$ cat config.mk
export PLATFORM = sky130hd
export DESIGN_NAME = mlp_layer_sequencer
export DESIGN_NICKNAME = d
export VERILOG_FILES = /design/src/rtl/mlp_layer_sequencer.sv
export SDC_FILE = /design/constraint.sdc
export NUM_CORES = 1
export LEC_CHECK = 0
export CORE_UTILIZATION = 43
export CTS_CLUSTER_SIZE = 24
export DETAILED_ROUTE_END_ITERATION = 7
export PLACE_DENSITY_LB_ADDON = 0.25
export RECOVER_POWER = 100
export SETUP_SLACK_MARGIN = 0.1
export SLEW_MARGIN = 20
export SYNTH_ARGS = -nofsm -noshare
export SYNTH_HDL_FRONTEND = slang
export SYNTH_SLANG_ARGS = --single-unit
$ cat constraint.sdc
create_clock -name clk -period 2.4 [get_ports clk]
set_clock_uncertainty 0.1 [all_clocks]
set_input_delay 0.48 -clock clk [delete_from_list [all_inputs] [get_ports clk]]
set_output_delay 0.48 -clock clk [all_outputs]
set_load 0.1 [all_outputs]
$ cat src/rtl/mlp_layer_sequencer.sv
// -----------------------------------------------------------------------------
// mlp_layer_sequencer
//
// Control FSM for a forward pass through an M-layer, N-neuron-per-layer MLP
// that time-shares one neuron and a dual-bank layer buffer. It streams the
// N-word input vector into the buffer's store bank, shifts it to the output
// bank, then for each layer starts the neuron once per output index, writes
// each result back to the store bank and shifts at layer end. After the final
// shift the last layer's outputs sit on the buffer's out_data.
//
// Ports
//   clk, rst_n            clock (rising edge), synchronous active-low reset
//   start, abort          begin a pass (IDLE only) / cancel back to IDLE
//   in_valid, in_data     input vector words, accepted while in_ready is high
//   in_ready              high in LOAD
//   neuron_start          one-cycle start pulse to the neuron
//   neuron_sel, layer_sel weight row / weight bank for the current computation
//   neuron_done/_result   neuron handshake, sampled only in WAIT
//   buf_write_enable/_address, buf_in_data, buf_shift   buffer initiator side
//   busy, done            pass in progress / one-cycle completion pulse
// -----------------------------------------------------------------------------
module mlp_layer_sequencer #(
    parameter int N     = 4,
    parameter int M     = 2,
    parameter int WIDTH = 16
) (
    input  logic                 clk,
    input  logic                 rst_n,
    input  logic                 start,
    input  logic                 abort,
    input  logic                 in_valid,
    input  logic [WIDTH-1:0]     in_data,
    output logic                 in_ready,
    output logic                 neuron_start,
    output logic [$clog2(N):0]   neuron_sel,
    output logic [$clog2(M):0]   layer_sel,
    input  logic                 neuron_done,
    input  logic [WIDTH-1:0]     neuron_result,
    output logic                 buf_write_enable,
    output logic [$clog2(N):0]   buf_write_address,
    output logic [WIDTH-1:0]     buf_in_data,
    output logic                 buf_shift,
    output logic                 busy,
    output logic                 done
);

    localparam int NW = $clog2(N) + 1;
    localparam int MW = $clog2(M) + 1;

    typedef enum logic [2:0] {
        ST_IDLE  = 3'd0,
        ST_LOAD  = 3'd1,
        ST_SHIFT = 3'd2,
        ST_ISSUE = 3'd3,
        ST_WAIT  = 3'd4,
        ST_WRITE = 3'd5,
        ST_DONE  = 3'd6
    } state_t;

    state_t            state_q, state_d;
    logic [NW-1:0]     load_cnt_q, load_cnt_d;
    logic [NW-1:0]     neuron_cnt_q, neuron_cnt_d;
    logic [MW-1:0]     layer_cnt_q, layer_cnt_d;
    logic [WIDTH-1:0]  result_q, result_d;
    logic              in_ready_q, in_ready_d;
    logic              neuron_start_q, neuron_start_d;
    logic              shift_q, shift_d;
    logic              wr_q, wr_d;
    logic              busy_q, busy_d;
    logic              done_q, done_d;
    logic              load_wr_s;

    // The last load word must land before the SHIFT cycle that follows it,
    // so load writes go straight out in the acceptance cycle. An abort in
    // that same cycle suppresses the write so the buffer is left untouched.
    assign load_wr_s = (state_q == ST_LOAD) && in_valid && !abort;

    // Next-state, counter and registered-strobe logic.
    always_comb begin
        state_d      = state_q;
        load_cnt_d   = load_cnt_q;
        neuron_cnt_d = neuron_cnt_q;
        layer_cnt_d  = layer_cnt_q;
        result_d     = result_q;

        case (state_q)
            ST_IDLE: begin
                if (start) begin
                    load_cnt_d   = '0;
                    neuron_cnt_d = '0;
                    layer_cnt_d  = '0;
                    state_d      = ST_LOAD;
                end else begin
                    state_d = ST_IDLE;
                end
            end
            ST_LOAD: begin
                if (in_valid) begin
                    if (load_cnt_q == NW'(N - 1)) begin
                        load_cnt_d = '0;
                        state_d    = ST_SHIFT;
                    end else begin
                        load_cnt_d = load_cnt_q + NW'(1);
                    end
                end else begin
                    load_cnt_d = load_cnt_q;
                end
            end
            ST_SHIFT: begin
                // layer_cnt counts completed layers, so M means the pass is over.
                if (layer_cnt_q == MW'(M)) begin
                    state_d = ST_DONE;
                end else begin
                    neuron_cnt_d = '0;
                    state_d      = ST_ISSUE;
                end
            end
            ST_ISSUE: begin
                state_d = ST_WAIT;
            end
            ST_WAIT: begin
                if (neuron_done) begin
                    result_d = neuron_result;
                    state_d  = ST_WRITE;
                end else begin
                    state_d = ST_WAIT;
                end
            end
            ST_WRITE: begin
                if (neuron_cnt_q == NW'(N - 1)) begin
                    layer_cnt_d = layer_cnt_q + MW'(1);
                    state_d     = ST_SHIFT;
                end else begin
                    neuron_cnt_d = neuron_cnt_q + NW'(1);
                    state_d      = ST_ISSUE;
                end
            end
            ST_DONE: begin
                state_d = ST_IDLE;
            end
            default: begin
                state_d = ST_IDLE;
            end
        endcase

        if (abort && (state_q != ST_IDLE)) begin
            state_d      = ST_IDLE;
            load_cnt_d   = '0;
            neuron_cnt_d = '0;
            layer_cnt_d  = '0;
            result_d     = '0;
        end else begin
            state_d = state_d;
        end

        // Strobes are decoded from the next state so they are registered and
        // line up exactly with the state they belong to.
        in_ready_d     = (state_d == ST_LOAD);
        neuron_start_d = (state_d == ST_ISSUE);
        shift_d        = (state_d == ST_SHIFT);
        wr_d           = (state_d == ST_WRITE);
        busy_d         = (state_d != ST_IDLE);
        done_d         = (state_d == ST_DONE);
    end

    // State, counter, result and output registers with synchronous reset.
    always_ff @(posedge clk) begin
        if (!rst_n) begin
            state_q        <= ST_IDLE;
            load_cnt_q     <= '0;
            neuron_cnt_q   <= '0;
            layer_cnt_q    <= '0;
            result_q       <= '0;
            in_ready_q     <= 1'b0;
            neuron_start_q <= 1'b0;
            shift_q        <= 1'b0;
            wr_q           <= 1'b0;
            busy_q         <= 1'b0;
            done_q         <= 1'b0;
        end else begin
            state_q        <= state_d;
            load_cnt_q     <= load_cnt_d;
            neuron_cnt_q   <= neuron_cnt_d;
            layer_cnt_q    <= layer_cnt_d;
            result_q       <= result_d;
            in_ready_q     <= in_ready_d;
            neuron_start_q <= neuron_start_d;
            shift_q        <= shift_d;
            wr_q           <= wr_d;
            busy_q         <= busy_d;
            done_q         <= done_d;
        end
    end

    assign in_ready          = in_ready_q;
    assign neuron_start      = neuron_start_q;
    assign neuron_sel        = neuron_cnt_q;
    assign layer_sel         = layer_cnt_q;
    assign buf_shift         = shift_q;
    assign busy              = busy_q;
    assign done              = done_q;
    assign buf_write_enable  = load_wr_s | wr_q;
    assign buf_write_address = load_wr_s ? load_cnt_q : (wr_q ? neuron_cnt_q : '0);
    assign buf_in_data       = load_wr_s ? in_data    : (wr_q ? result_q     : '0);

endmodule
==> flow_summary_export.csv <==
group,metric,value,unit
sta,setup_viol,0,
die,die_w,64.82,um
pwr,p_per_area,423.1,mW/mm^2
sta,tightest_slew,1.161,ns
clock_tree,clockBufferDepth,2,
yosys,synth.distinct_cells,36,
sta,fin_crit_sh,96.55,%
detailed_routing,num_vias,1996,
detailed_routing,antenna_left,0,
yosys,synth_nets,272,
clock_tree,clk_pin_slew,0.06,ns
setup_path,crit_buf_inv,5,
sta,worst_hold_slack,0.3549,ns
setup_path,crit_path_max_incr_delay,0.30,ns
sta,slew_headroom,22.91,%
global_route,antenna_found_initial,0,
setup_path,path_class,"input pin to primary output",
detailed_routing,drtIter0Drc,77,
sta,final.min_clock_period,2.317,ns
setup_path,worst-path-max-fanout,4,
pwr,swShare,27.68,%
cells_and_area,syn_to_final_growth,76.11,%
die,rows,22,
placement,placed_cell_area,0.002779,mm^2
yosys,avgSynthCellArea,7.377,um^2
cells_and_area,post-route-util,80.40,%
placement,numPortBuffers,67,
detailed_routing,drc,0,
setup_path,slowest_stage,"buf_4",
yosys,syn_area,0.001697,mm^2
setup_path,cp.required,1.82,ns
pwr,ir_drop,304.2,uV
cells_and_area,final_common_cell,"nand2_1",
pwr,p_seq_share,44.0,%
global_route,grt_overflow,0,
placement,gp_congestion,0.7995,
outcome,status,"finished, final reports clean",
yosys,syn_inst,230,
sta,max_freq,431.6,MHz
yosys,ys_seq_area_share,38.94,%
sta,drv_slew,0,
pwr,finalPower,1.264,mW
die,io_pins,68,
clock_tree,cts_root_buf,"clkbuf_8",
yosys,ys_ff_latch,33,
global_route,grt_pass1_wl,8480,um
cells_and_area,antenna_cells,0,
setup_path,ff2ff_path_depth,6,
die,initial_core_util,45.66,%
pwr,p_int,0.9143,mW
cells_and_area,final.fill_count,255,
detailed_routing,dr.pass1.iters,4,
detailed_routing,finalWirelength,5792,um
yosys,ys.flop_type,"dfxtp_1",
sta,hold_viol,0,
yosys,synth_edf_count,0,
sta,rsz0062_at_grt,"yes",
setup_path,crit_arrival,1.74,ns
setup_path,cp_common_cell,"buf_4",
setup_path,end_kind,"primary output",
die,die_h,64.82,um
yosys,ys_async_sr_fraction,0,%
setup_path,critical_path.top_delay_family,"buffers and inverters",
clock_tree,h-tree-depth,2,
worst_hold_path,min_path_cells,2,
die,fp.dieArea,0.004201,mm^2
global_route,gr-usage-all-layers,26.73,%
clock_tree,holdBufCountCts,0,
setup_path,cp-start-kind,"input pin",
pwr,leakage,1.139,nW
worst_hold_path,hold_path.class,"flip-flop to flip-flop",
pwr,p_sw,0.3500,mW
clock_tree,clk_latency,0.28,ns
sta,fin_setup_tns,0,ns
detailed_routing,vias_per_cell,5.439,
cells_and_area,final_cell_mix,"69 x nand2_1, 35 x clkdlybuf4s50_1, 33 x dfxtp_1",
pwr,combPwrFrac,22.9,%
cells_and_area,fin_nets,361,
setup_path,crit_cells,7,
die,core_area,0.003716,mm^2
cells_and_area,drive_gt1_share,27.27,%
job,max-cap-violations,0,
yosys,yosysWarnings,0,
clock_tree,cts_tree,"built",
global_route,grt_pass1_vias,1816,
clock_tree,numCtsBuffers,5,
cells_and_area,stdcell_area,0.002988,mm^2
clock_tree,cts.sinks,33,
setup_path,cp_cell_sequence,"dlygate4sd2_1 > nor4b_4 > buf_4 > buf_6 > clkbuf_16 > o21ai_2 > buf_4",
placement,post-dp-hpwl,3367,um
global_route,grt_max_degree,21,
pwr,pwr-share-clk,33.1,%
detailed_routing,routedWlPerCell,15.78,um
==> power by group through the flow <==
stage / logic [mW] / registers [mW] / clock network (mW)
2_1_floorplan: 0.121 / 0.591 / 0
4_1_cts: 0.292 / 0.557 / 0.426
5_1_grt: 0.302 / 0.557 / 0.455
3_5_place_dp: 0.272 / 0.568 / 0
3_3_place_gp: 0.268 / 0.568 / 0
6_report: 0.289 / 0.557 / 0.418
==> metrics by stage <==
step / cells / worst slack, ns
2_1_floorplan: 230 / -0.3603
3_3_place_gp: 351 / -0.2006
3_5_place_dp: 351 / -0.2466
4_1_cts: 364 / 0.08383
5_1_grt: 367 / 0.04344
6_report: 367 / 0.08284
==> state kept, by name, indices dropped and copies added, names as in the netlist <==
register	flops
wr_q	1
in_ready	1
state_q	3
neuron_start	1
neuron_sel	3
busy	1
done	1
buf_shift	1
layer_sel	2
load_cnt_q	3
result_q	16
==> routing by layer <==
layer  GRT usage (%)  up-vias  share of wire (%)
li1                -      953                  -
met1           30.35      942                 40
met2           47.01       84                 51
met3           5.458       17                5.7
met4           13.06        0                2.6
met5               0        -                  0
==> tightest hold or removal path, cell delays in order, from the launching register on <==
cell and delay [ns]:
dfxtp_1 0.31, nand2_1 0.05, a21oi_1 0.05
==> cell families after synthesis <==
family / after synthesis / synth area share, %
adders and majority gates: 4 / 2.950
AOI/OAI and AO/OA: 53 / 17.48
muxes: 4 / 2.360
and+or+nand+nor: 116 / 32.15
DFF: 33 / 38.94
buffers and inverters: 20 / 6.120
==> cell type report <==
type / count / area, um^2 / area share (%)
multi-input combinational: 177 / 1071 / 35.85
sequential: 33 / 660.6 / 22.11
clock buffer: 7 / 86.33 / 2.889
tap: 48 / 60.06 / 2.010
inverter: 6 / 22.52 / 0.7538
timing repair buffer: 96 / 1087 / 36.39
==> synthesized netlist by cell type, types with 2 or more instances <==
cell type  instances  area [um^2]
nand3_1            4        20.02
ha_1               4        50.05
buf_6              3        33.78
dfxtp_1           33        660.6
a31oi_1            2        12.51
nand2_1           74        277.8
nor2b_1            2        12.51
a21oi_1           21        105.1
or3_1              3        18.77
o21ai_0           22        110.1
clkbuf_1           6        22.52
buf_2              5        25.02
nor3b_1            4        30.03
nor2_1            14        52.55
o21ai_1            3        15.01
or2_1              2        12.51
inv_1              6        22.52
mux2i_1            4        40.04
==> path summary, 6_finish.rpt <==
kind | endpoint | start | slack [ns]
setup / recovery | buf_in_data[15] | in_valid | 0.08
hold / removal | result_q[0] | result_q[0] | 0.35
setup reg to reg | result_q[7] | state_q[0] | 0.29
hold reg to reg | result_q[0] | result_q[0] | 0.35
==> timing repair <==
item / CTS / global route
cloned: 3 / 2
gates resized for setup: 18 / 9
endpoints found under the setup margin: 20 / 19
setup buffers: 3 / 1
pin swaps: 1 / 1
Note: power is estimated with default switching activity, not from simulation.
